[src/rtl/spi_sniff_pkg.sv]
`timescale 1ns/1ps
`default_nettype none
// ============================================================================
//  Module      : spi_sniff_pkg
//  Description : Shared types and helpers for the passive SPI bus sniffer.
//  Revision    : 1.0 - initial release
// ============================================================================
package spi_sniff_pkg;

  // Capture FSM states. ARM waits for an idle (high) CS so that a frame
  // interrupted by reset is never captured half-way.
  typedef enum logic [1:0] {
    ST_ARM    = 2'd0,
    ST_IDLE   = 2'd1,
    ST_ACTIVE = 2'd2
  } state_e;

  // Modes 0 and 3 sample on the rising SCK edge; modes 1 and 2 on the falling edge.
  function automatic logic sample_on_rise(input logic cpol, input logic cpha);
    return (cpol == cpha);
  endfunction

endpackage
`default_nettype wire

[src/rtl/sniff_fifo.sv]
`timescale 1ns/1ps
`default_nettype none
// ============================================================================
//  Module      : sniff_fifo
//  Description : Synchronous show-ahead FIFO. Head entry is always presented
//                on o_pop_data; a push while full is accepted only when a pop
//                frees the slot in the same cycle.
//  Revision    : 1.0 - initial release
// ============================================================================
module sniff_fifo #(
  parameter int WIDTH = 8,
  parameter int DEPTH = 8
) (
  input  logic             clk,
  input  logic             rst,
  input  logic             i_push,
  input  logic [WIDTH-1:0] i_push_data,
  input  logic             i_pop,
  output logic [WIDTH-1:0] o_pop_data,
  output logic             o_full,
  output logic             o_empty
);

  localparam int c_ptr_w = $clog2(DEPTH);
  localparam int c_cnt_w = c_ptr_w + 1;
  localparam logic [c_cnt_w-1:0] c_depth = c_cnt_w'(DEPTH);

  logic [WIDTH-1:0]   mem_q [DEPTH];
  logic [WIDTH-1:0]   mem_d [DEPTH];
  logic [c_ptr_w-1:0] wr_ptr_q, wr_ptr_d;
  logic [c_ptr_w-1:0] rd_ptr_q, rd_ptr_d;
  logic [c_cnt_w-1:0] count_q, count_d;
  logic               w_wr;
  logic               w_rd;

  assign o_full     = (count_q == c_depth);
  assign o_empty    = (count_q == '0);
  assign o_pop_data = mem_q[rd_ptr_q];
  assign w_rd       = i_pop & ~o_empty;
  assign w_wr       = i_push & (~o_full | w_rd);

  // Next-state for storage, pointers and occupancy.
  always_comb begin
    mem_d    = mem_q;
    wr_ptr_d = wr_ptr_q;
    rd_ptr_d = rd_ptr_q;
    count_d  = count_q;
    if (w_wr) begin
      mem_d[wr_ptr_q] = i_push_data;
      wr_ptr_d        = wr_ptr_q + 1'b1;
    end
    if (w_rd) begin
      rd_ptr_d = rd_ptr_q + 1'b1;
    end
    case ({w_wr, w_rd})
      2'b10:   count_d = count_q + 1'b1;
      2'b01:   count_d = count_q - 1'b1;
      default: count_d = count_q;
    endcase
  end

  // State registers; storage is cleared so outputs read zero out of reset.
  always_ff @(posedge clk or negedge rst) begin
    if (!rst) begin
      for (int i = 0; i < DEPTH; i++) begin
        mem_q[i] <= '0;
      end
      wr_ptr_q <= '0;
      rd_ptr_q <= '0;
      count_q  <= '0;
    end else begin
      mem_q    <= mem_d;
      wr_ptr_q <= wr_ptr_d;
      rd_ptr_q <= rd_ptr_d;
      count_q  <= count_d;
    end
  end

endmodule
`default_nettype wire

[src/rtl/spi_sniffer_rx.sv]
`timescale 1ns/1ps
`default_nettype none
// ============================================================================
//  Module      : spi_sniffer_rx
//  Description : Passive SPI monitor capturing MOSI and MISO words in any SPI
//                mode, MSB- or LSB-first, flagging partial words and
//                buffering them in a show-ahead output FIFO.
//  Revision    : 1.0 - initial release
// ============================================================================
module spi_sniffer_rx #(
  parameter int DATA_W      = 8,
  parameter int FIFO_DEPTH  = 8,
  parameter int SYNC_STAGES = 2
) (
  input  logic                        clk,
  input  logic                        rst,
  input  logic                        cfg_cpol,
  input  logic                        cfg_cpha,
  input  logic                        cfg_msb_first,
  input  logic                        spi_sck,
  input  logic                        spi_cs,
  input  logic                        spi_mosi,
  input  logic                        spi_miso,
  output logic                        out_valid,
  input  logic                        out_ready,
  output logic [DATA_W-1:0]           out_mosi,
  output logic [DATA_W-1:0]           out_miso,
  output logic [$clog2(DATA_W+1)-1:0] out_bits,
  output logic                        out_partial,
  output logic                        out_sof,
  output logic                        overflow,
  input  logic                        clear_ovf,
  output logic                        busy
);
  import spi_sniff_pkg::*;

  localparam int c_cnt_w = $clog2(DATA_W+1);
  localparam logic [c_cnt_w-1:0] c_full_cnt = c_cnt_w'(DATA_W);

  typedef struct packed {
    logic [DATA_W-1:0]  mosi;
    logic [DATA_W-1:0]  miso;
    logic [c_cnt_w-1:0] bits;
    logic               partial;
    logic               sof;
  } word_t;

  localparam int c_word_w = $bits(word_t);

  // Tap vector layout: {sck, cs, mosi, miso}
  logic [3:0]         sync_q [SYNC_STAGES];
  logic [3:0]         sync_d [SYNC_STAGES];
  logic [3:0]         prev_q, prev_d;
  state_e             state_q, state_d;
  logic               cpol_q, cpol_d;
  logic               cpha_q, cpha_d;
  logic               msb_q, msb_d;
  logic [c_cnt_w-1:0] bit_cnt_q, bit_cnt_d;
  logic [DATA_W-1:0]  mosi_sr_q, mosi_sr_d;
  logic [DATA_W-1:0]  miso_sr_q, miso_sr_d;
  logic               sof_q, sof_d;
  logic               push_q, push_d;
  word_t              push_word_q, push_word_d;
  logic               overflow_q, overflow_d;

  logic               w_sck_s, w_cs_s, w_mosi_s, w_miso_s;
  logic               w_sck_rise, w_sck_fall, w_cs_rise, w_cs_fall;
  logic               w_sample;
  logic [DATA_W-1:0]  w_mosi_nx, w_miso_nx;
  logic [c_cnt_w-1:0] w_cnt_nx;
  word_t              w_head;
  logic               w_full, w_empty;

  assign {w_sck_s, w_cs_s, w_mosi_s, w_miso_s} = sync_q[SYNC_STAGES-1];
  assign w_sck_rise = ~prev_q[3] &  w_sck_s;
  assign w_sck_fall =  prev_q[3] & ~w_sck_s;
  assign w_cs_rise  = ~prev_q[2] &  w_cs_s;
  assign w_cs_fall  =  prev_q[2] & ~w_cs_s;
  assign w_sample   = sample_on_rise(cpol_q, cpha_q) ? w_sck_rise : w_sck_fall;

  // Synchroniser shift chain plus one delayed copy for edge detection.
  always_comb begin
    sync_d[0] = {spi_sck, spi_cs, spi_mosi, spi_miso};
    for (int i = 1; i < SYNC_STAGES; i++) begin
      sync_d[i] = sync_q[i-1];
    end
    prev_d = sync_q[SYNC_STAGES-1];
  end

  // Frame FSM: ARM discards any frame already in flight at reset release.
  always_comb begin
    state_d = state_q;
    case (state_q)
      ST_ARM:    if (w_cs_s)    state_d = ST_IDLE;
      ST_IDLE:   if (w_cs_fall) state_d = ST_ACTIVE;
      ST_ACTIVE: if (w_cs_rise) state_d = ST_IDLE;
      default:                  state_d = ST_ARM;
    endcase
  end

  // Shift/count datapath; a sample coincident with CS rise is taken first.
  always_comb begin
    cpol_d      = cpol_q;
    cpha_d      = cpha_q;
    msb_d       = msb_q;
    bit_cnt_d   = bit_cnt_q;
    mosi_sr_d   = mosi_sr_q;
    miso_sr_d   = miso_sr_q;
    sof_d       = sof_q;
    push_d      = 1'b0;
    push_word_d = push_word_q;
    w_mosi_nx   = mosi_sr_q;
    w_miso_nx   = miso_sr_q;
    w_cnt_nx    = bit_cnt_q;
    if (state_q == ST_IDLE && w_cs_fall) begin
      cpol_d    = cfg_cpol;
      cpha_d    = cfg_cpha;
      msb_d     = cfg_msb_first;
      bit_cnt_d = '0;
      mosi_sr_d = '0;
      miso_sr_d = '0;
      sof_d     = 1'b1;
    end else if (state_q == ST_ACTIVE) begin
      if (w_sample) begin
        if (msb_q) begin
          w_mosi_nx = {mosi_sr_q[DATA_W-2:0], w_mosi_s};
          w_miso_nx = {miso_sr_q[DATA_W-2:0], w_miso_s};
        end else begin
          for (int i = 0; i < DATA_W; i++) begin
            if (bit_cnt_q == c_cnt_w'(i)) begin
              w_mosi_nx[i] = w_mosi_s;
              w_miso_nx[i] = w_miso_s;
            end
          end
        end
        w_cnt_nx = bit_cnt_q + 1'b1;
      end
      if (w_cnt_nx == c_full_cnt || (w_cs_rise && w_cnt_nx != '0)) begin
        push_d              = 1'b1;
        push_word_d.mosi    = w_mosi_nx;
        push_word_d.miso    = w_miso_nx;
        push_word_d.bits    = w_cnt_nx;
        push_word_d.partial = (w_cnt_nx != c_full_cnt);
        push_word_d.sof     = sof_q;
        bit_cnt_d           = '0;
        mosi_sr_d           = '0;
        miso_sr_d           = '0;
        sof_d               = 1'b0;
      end else begin
        bit_cnt_d = w_cnt_nx;
        mosi_sr_d = w_mosi_nx;
        miso_sr_d = w_miso_nx;
      end
    end
  end

  // Sticky overflow: a drop in the same cycle as clear_ovf keeps it set.
  always_comb begin
    overflow_d = (overflow_q & ~clear_ovf) | (push_q & w_full & ~out_ready);
  end

  // All state registers.
  always_ff @(posedge clk or negedge rst) begin
    if (!rst) begin
      for (int i = 0; i < SYNC_STAGES; i++) begin
        sync_q[i] <= '0;
      end
      prev_q      <= '0;
      state_q     <= ST_ARM;
      cpol_q      <= 1'b0;
      cpha_q      <= 1'b0;
      msb_q       <= 1'b0;
      bit_cnt_q   <= '0;
      mosi_sr_q   <= '0;
      miso_sr_q   <= '0;
      sof_q       <= 1'b0;
      push_q      <= 1'b0;
      push_word_q <= '0;
      overflow_q  <= 1'b0;
    end else begin
      sync_q      <= sync_d;
      prev_q      <= prev_d;
      state_q     <= state_d;
      cpol_q      <= cpol_d;
      cpha_q      <= cpha_d;
      msb_q       <= msb_d;
      bit_cnt_q   <= bit_cnt_d;
      mosi_sr_q   <= mosi_sr_d;
      miso_sr_q   <= miso_sr_d;
      sof_q       <= sof_d;
      push_q      <= push_d;
      push_word_q <= push_word_d;
      overflow_q  <= overflow_d;
    end
  end

  sniff_fifo #(
    .WIDTH (c_word_w),
    .DEPTH (FIFO_DEPTH)
  ) u_fifo (
    .clk         (clk),
    .rst         (rst),
    .i_push      (push_q),
    .i_push_data (push_word_q),
    .i_pop       (out_ready),
    .o_pop_data  (w_head),
    .o_full      (w_full),
    .o_empty     (w_empty)
  );

  assign out_valid   = ~w_empty;
  assign out_mosi    = w_head.mosi;
  assign out_miso    = w_head.miso;
  assign out_bits    = w_head.bits;
  assign out_partial = w_head.partial;
  assign out_sof     = w_head.sof;
  assign overflow    = overflow_q;
  assign busy        = (state_q == ST_ACTIVE);

endmodule
`default_nettype wire

[config.mk]
export PLATFORM = sky130hd
export DESIGN_NAME = spi_sniffer_rx
export DESIGN_NICKNAME = d
export VERILOG_FILES = /design/src/rtl/spi_sniff_pkg.sv /design/src/rtl/sniff_fifo.sv /design/src/rtl/spi_sniffer_rx.sv
export SDC_FILE = /design/constraint.sdc
export NUM_CORES = 1
export LEC_CHECK = 0
export ABC_CLOCK_PERIOD_IN_PS = 2580
export CAP_MARGIN = 10
export CORE_UTILIZATION = 45
export DETAILED_ROUTE_END_ITERATION = 10
export PLACE_DENSITY_LB_ADDON = 0.08
export SLEW_MARGIN = 20
export SYNTH_ARGS = -nofsm -noshare
export SYNTH_HDL_FRONTEND = slang
export SYNTH_SLANG_ARGS = --single-unit
[constraint.sdc]
create_clock -name clk -period 2.58 [get_ports clk]
set_clock_uncertainty 0.15 [all_clocks]
set_input_delay 0.516 -clock clk [delete_from_list [all_inputs] [get_ports clk]]
set_output_delay 0.516 -clock clk [all_outputs]
set_load 0.1 [all_outputs]
== Yosys cells after proc, flatten, opt, wreduce, memory -nomap -nowiden ==
Cells that the tools add are included.

* Word-level logic and storage cells: 141
* Register bits: 248
* Bits of input ports: 11
* Output and inout bits: 25

* Equal/unequal tests: 18
* $add $sub $neg: 5
* Bitwise gates (word level): 22
* Reduce and logical (&&, ||, !) cells: 14
* Multiplexer cells: 50
* $lt $le $gt $ge: 3

{| class="wikitable"
|+ Operators with widths
! operator !! count
|-
| $bwmux 176 || 1
|-
| $mux 8 || 10
|-
| $bmux 22 s3 || 1
|-
| $demux 22 s3 || 1
|-
| $mux 22 || 3
|-
| $mux 4 || 6
|-
| $mux 1 || 23
|-
| $eq 4x3->1 const B || 4
|-
| $and 1x1->1 || 9
|-
| $not 1->1 || 9
|-
| $add 4x1->4 const B || 2
|-
| $eq 4x2->1 const B || 2
|-
| $eq 4x4->1 const B || 2
|-
| $ge 4x4->1 const B || 2
|-
| $logic_not 4->1 || 2
|-
| $not 3->4 || 2
|-
| $pmux 4 s2 || 1
|-
| $add 3x1->3 const B || 2
|-
| $mux 2 || 3
|-
| $pmux 2 s3 || 1
|-
| $reduce_and 3->1 || 2
|-
| $reduce_bool 2->1 || 3
|-
| $eq 2x1->1 const B || 2
|-
| $eq 2x2->1 const B || 2
|-
| 13 further kinds || 17
|}

== Logic depth before layout (Yosys ltp) ==
* Word-level depth: 12
* Depth in mapped cells: 11
* Depth with buffers taken out: 11

== By module ==
A second synthesis with hierarchy kept.

* Cells, all modules: 758
* Area, all modules: 11502.3 um^2

{| class="wikitable"
|+ Modules (own cells, without submodules)
! module !! area an instance (um^2) !! instances !! cells each !! sequential area each (um^2)
|-
| sniff_fifo || 8654.6 || 1 || 515 || 4654.5
|-
| spi_sniffer_rx || 2847.7 || 1 || 243 || 1501.4
|}

== Least setup slack after synthesis ==
No wires, ideal clock.

* Kind: reg2reg
* From: reg u_fifo.count_q[1]
* To: reg u_fifo.count_q[2]
* Buffers on the path: 0
* Clock period less this slack: 3.051 ns
* Data required time: 2.305 ns
* Arrival: 2.776 ns
* Cell stages (with the launch flop): 12
* Setup slack: -0.471 ns
* Path through: dfrtp_1 -> nor3_1 -> nand2b_1 -> nand2_1 -> inv_1 -> ha_1 -> xor2_1 -> ha_1 -> a21oi_1 -> xor2_1 -> nor2_1 -> xor2_1

* Longest elaborated chain between the ends: 7

{| class="wikitable"
|+ RTL lines
! what !! RTL line !! RTL
|-
| from (decl) || sniff_fifo.sv:32 || <nowiki>logic [c_cnt_w-1:0] count_q, count_d;</nowiki>
|-
| from (signal assigned) || sniff_fifo.sv:75 || <nowiki>count_q <= count_d;</nowiki>
|-
| $logic_not 4->1 * || sniff_fifo.sv:37 || <nowiki>assign o_empty = (count_q == '0);</nowiki>
|-
| $not 1->1 * || - ||
|-
| via out_valid || spi_sniffer_rx.sv:24 || <nowiki>output logic out_valid,</nowiki>
|-
| $and 1x1->1 * || sniff_fifo.sv:39 || <nowiki>assign w_rd = i_pop & ~o_empty;</nowiki>
|-
| via u_fifo.w_rd || sniff_fifo.sv:34 || <nowiki>logic w_rd;</nowiki>
|-
| $or 1x1->1 || sniff_fifo.sv:40 || <nowiki>assign w_wr = i_push & (~o_full | w_rd);</nowiki>
|-
| $and 1x1->1 || sniff_fifo.sv:40 ||
|-
| $eq 2x1->1 / $eq 2x2->1 (equally long branches) || sniff_fifo.sv:55 || <nowiki>case ({w_wr, w_rd})</nowiki>
|-
| $pmux 4 s2 / $reduce_bool 2->1 (equally long branches) || - ||
|}

The timed path passes the listed nets; every way through them passes the cells marked *.
A chain may end at the register's enable or synchronous reset.

== Worst setup path in the final report ==
* From: reg u_fifo.rd_ptr_q[0]
* To: out out_miso[6]

* Longest elaborated chain between the ends: 4

{| class="wikitable"
|+ RTL lines
! what !! RTL line !! RTL
|-
| from (decl) || sniff_fifo.sv:31 || <nowiki>logic [c_ptr_w-1:0] rd_ptr_q, rd_ptr_d;</nowiki>
|-
| from (signal assigned) || sniff_fifo.sv:74 || <nowiki>rd_ptr_q <= rd_ptr_d;</nowiki>
|-
| $not 3->4 (implied by the code) || sniff_fifo.sv:38 || <nowiki>assign o_pop_data = mem_q[rd_ptr_q];</nowiki>
|-
| $bmux 22 s3 || sniff_fifo.sv:38 ||
|-
| $mux 22 (implied by the code) (2 in series) || sniff_fifo.sv:38 ||
|-
| to (decl) || spi_sniffer_rx.sv:27 || <nowiki>output logic [DATA_W-1:0] out_miso,</nowiki>
|}

Every way passes these cells. The select of a mux whose other input is x is not followed.

==> results.yml <==
routing:
  met2_length_um: 11800
  drtIter0Drc: 330
  drc: 0
  highest_layer: "met4"
  ant_nets: 0
  wl_met1_um: 11300
  routedWlPerCell_um: 20.1
  vias: 6755
  wl_met3_um: 868
  wl_um: 24300
  post_drt_via_cell_ratio: 5.60
  dr.pass1.iters: 4
global_route:
  grt_max_degree: 75
  grt_first_pass_wirelength_um: 40100
  track_usage_pct: 19.8
  antenna_found_initial: 0
  grt_pass1_vias: 7255
  grt-ovfl-total: 0
worst_setup_path:
  crit_cells: 5
  cp.buffers_inverters: 3
  critPathSlowestCell: "mux4_2"
  worst_path_most_repeated_cell: "buf_12"
  arrival_ns: 2.23
  critical_path.cell_chain: "buf_6, buf_12, mux4_2, mux2_4, buf_12"
  crit_fanout: 6
  crit_type: "flip-flop to output port"
  cpPeakStageDelay_ns: 0.55
  rr_startpoint: "cpha_q"
  crit_path_end_kind: "output port"
  r2r_slack_ns: 0.09
  r2r_cells: 7
  regToRegEndpoint: "push_word_q[0]"
  crit_path_start_kind: "flip-flop"
  worstPathRequired_ns: 1.91
  path_delay_family: "multiplexers"
  crit_start: "u_fifo.rd_ptr_q[0]"
  cp-endpoint: "out_miso[6]"
finish:
  diodes: 0
  drive_gt1_share_pct: 42.9
  nets: 882
  syn_to_final_growth_pct: 21.9
  mostFrequentLayoutCells: "244 x dfrtp_1, 182 x mux2_2, 52 x nand2_1"
  layout_commonest_cell: "dfrtp_1"
  final_cells: 1206
yosys:
  synth_edf_count: 0
  synth_ff_type: "dfrtp_1"
  synth_seq_cells: 246
  syn-num-nets: 817
  ys_seq_area_share_pct: 55.5
  synth_cell_types: 45
  ys_warn_count: 0
  synthCells: 797
  syn_area_per_cell_um2: 13.9
  async_reset_ff_share_pct: 100
  syn_area_um2: 11100
clock_network:
  cts-root-buf: "clkbuf_16"
  cts.sinks: 246
  cts-buffers-inserted: 27
  cts_tree: "done"
  clk_pin_slew_ns: 0.05
  cts_max_level: 1
  clk_latency_ns: 0.52
  cts_buffer_depth: 3
place:
  hpwl_um: 15500
  gp_congestion: 0.821
  io_buffers: 35
  dp_slack_ns: -0.171
  dp.cells: 1151
die:
  coreArea_um2: 24200
  die_y_um: 159
  io-pin-count: 36
  row_count: 57
  dieArea_um2: 25300
  start_util_pct: 45.8
  chipWidth_um: 159
pwr:
  vdd_drop_max_mv: 0.610
  power_mw: 10.9
  p_per_area_nw_per_um2: 809
  static-leakage-power_nw: 6.34
sta:
  drv_slew: 0
  holdWs_ns: 0.197
  max_freq_mhz: 346
  worst_pin_slew_ns: 0.618
  finalCriticalPeriod_ns: 2.89
  setup_ws_ns: -0.312
  hold_viol: 0
  min_period_over_period_pct: 112
  rsz0062_at_grt: "yes"
  max-slew-margin-rel_pct: 58.8
  setup_viol: 22
run_status:
  violations: "setup timing"
  status: "complete, but fails checks"
min_path:
  hold_class: "flip-flop to flip-flop"
  hold_start: "sync_d[0]"
job:
  cap_violations: 0
layer usage:
| layer | vias to the layer above | global-route usage (%) |
|---|---|---|
| met1 | 3533 | 27.8 |
| met2 | 117 | 32.9 |
| met4 | 0 | 4.15 |
| met5 | - | 0 |
| met3 | 36 | 2.89 |
| li1 | 3069 | - |
timing repair:
action | in CTS | in global routing
hold buffers | 1 | 0
pin swaps | 0 | 1
endpoints found under the setup margin | 22 | 25
resized for setup | 22 | 4
endpoints found under the hold margin | 25 | 0
buffers inserted | 0 | 2
gates cloned | 0 | 3
worst reg2reg max path, stage by stage (launching register included):
cell,delay [ns]
dfrtp_1,0.40
xnor2_2,0.22
mux2_4,0.33
buf_4,0.20
o21a_1,0.25
a211oi_2,0.29
or2_4,0.21
mux2_1,0.31
cells by family after synthesis:
group / Yosys count / share of synthesized area, %
mux: 256 / 30.4
flops: 246 / 55.5
simple gates: 108 / 4.56
compound gates: 105 / 5.46
buf+inv: 61 / 2.15
xor+xnor: 12 / 0.947
fa+ha+maj: 9 / 1.01
final cells by class:
| type | count | area, µm² |
|---|---|---|
| fill | 1994 | 10700 |
| sequential | 246 | 6160 |
| multi-input combinational | 490 | 4840 |
| timing repair buffer | 84 | 1180 |
| clock buffer | 45 | 853 |
| tap | 324 | 405 |
| inverter | 13 | 48.8 |
| clock inverter | 4 | 45.0 |
report_power, final:
part	internal [mW]	switching (mW)
combinational	1.18	1.44
clock	2.33	1.48
sequential	4.13	0.385
state kept, by name, summed over array words and instances (netlist names), 2 cells and up:
name / count
sync_d: 4
bit_cnt_q: 4
prev_q: 2
mosi_sr_q: 8
prev_d: 4
u_fifo.wr_ptr_q: 3
state_q: 2
push_word_q: 22
u_fifo.count_q: 4
miso_sr_q: 8
u_fifo.rd_ptr_q: 3
u_fifo.mem_q: 176
synthesized netlist by cell type, drive strengths merged, types with 2 or more instances:
| cell | number | share of area, % |
|---|---|---|
| buf | 21 | 0.80 |
| o21ai | 62 | 2.8 |
| a21oi | 17 | 0.77 |
| ha | 9 | 1.0 |
| mux2i | 5 | 0.45 |
| xor2 | 4 | 0.32 |
| clkbuf | 27 | 0.91 |
| xnor2 | 8 | 0.63 |
| a22oi | 2 | 0.14 |
| inv | 13 | 0.44 |
| nor4 | 2 | 0.11 |
| and2 | 2 | 0.11 |
| mux4 | 44 | 8.9 |
| a221oi | 9 | 0.71 |
| nand4 | 10 | 0.56 |
| dfrtp | 246 | 55 |
| and3 | 2 | 0.11 |
| nor3 | 5 | 0.23 |
| a22o | 2 | 0.16 |
| nor2b | 2 | 0.11 |
| o22ai | 3 | 0.17 |
| nand3 | 7 | 0.32 |
| o31ai | 3 | 0.20 |
| nor2 | 14 | 0.47 |
| nand2b | 6 | 0.34 |
| nand2 | 52 | 1.8 |
| mux2 | 207 | 21 |
| nand3b | 2 | 0.14 |
how the worst min path moves through the flow:
| stage | endpoint | slack [ns] | depth (start not counted) |
|---|---|---|---|
| global route | prev_d[1] | 0.21 | 0 |
| detailed placement | prev_d[0] | 0.19 | 0 |
| floorplan | bit_cnt_q[0] | 0.07 | 0 |
| finish | prev_d[0] | 0.20 | 0 |
| global placement | prev_d[3] | 0.18 | 0 |
| CTS | prev_d[0] | 0.20 | 0 |
through the flow:
step | setup TNS, ns | util (%) | area, µm²
6_report | -6.13 | 55.8 | 13500
5_1_grt | -7.73 | 55.8 | 13500
4_1_cts | -7.06 | 55.4 | 13400
3_5_place_dp | -8.88 | 51.3 | 12400
3_3_place_gp | -5.45 | 51.3 | 12400
2_1_floorplan | 0 | - | 11100
Power figures use the tool's default switching activity.
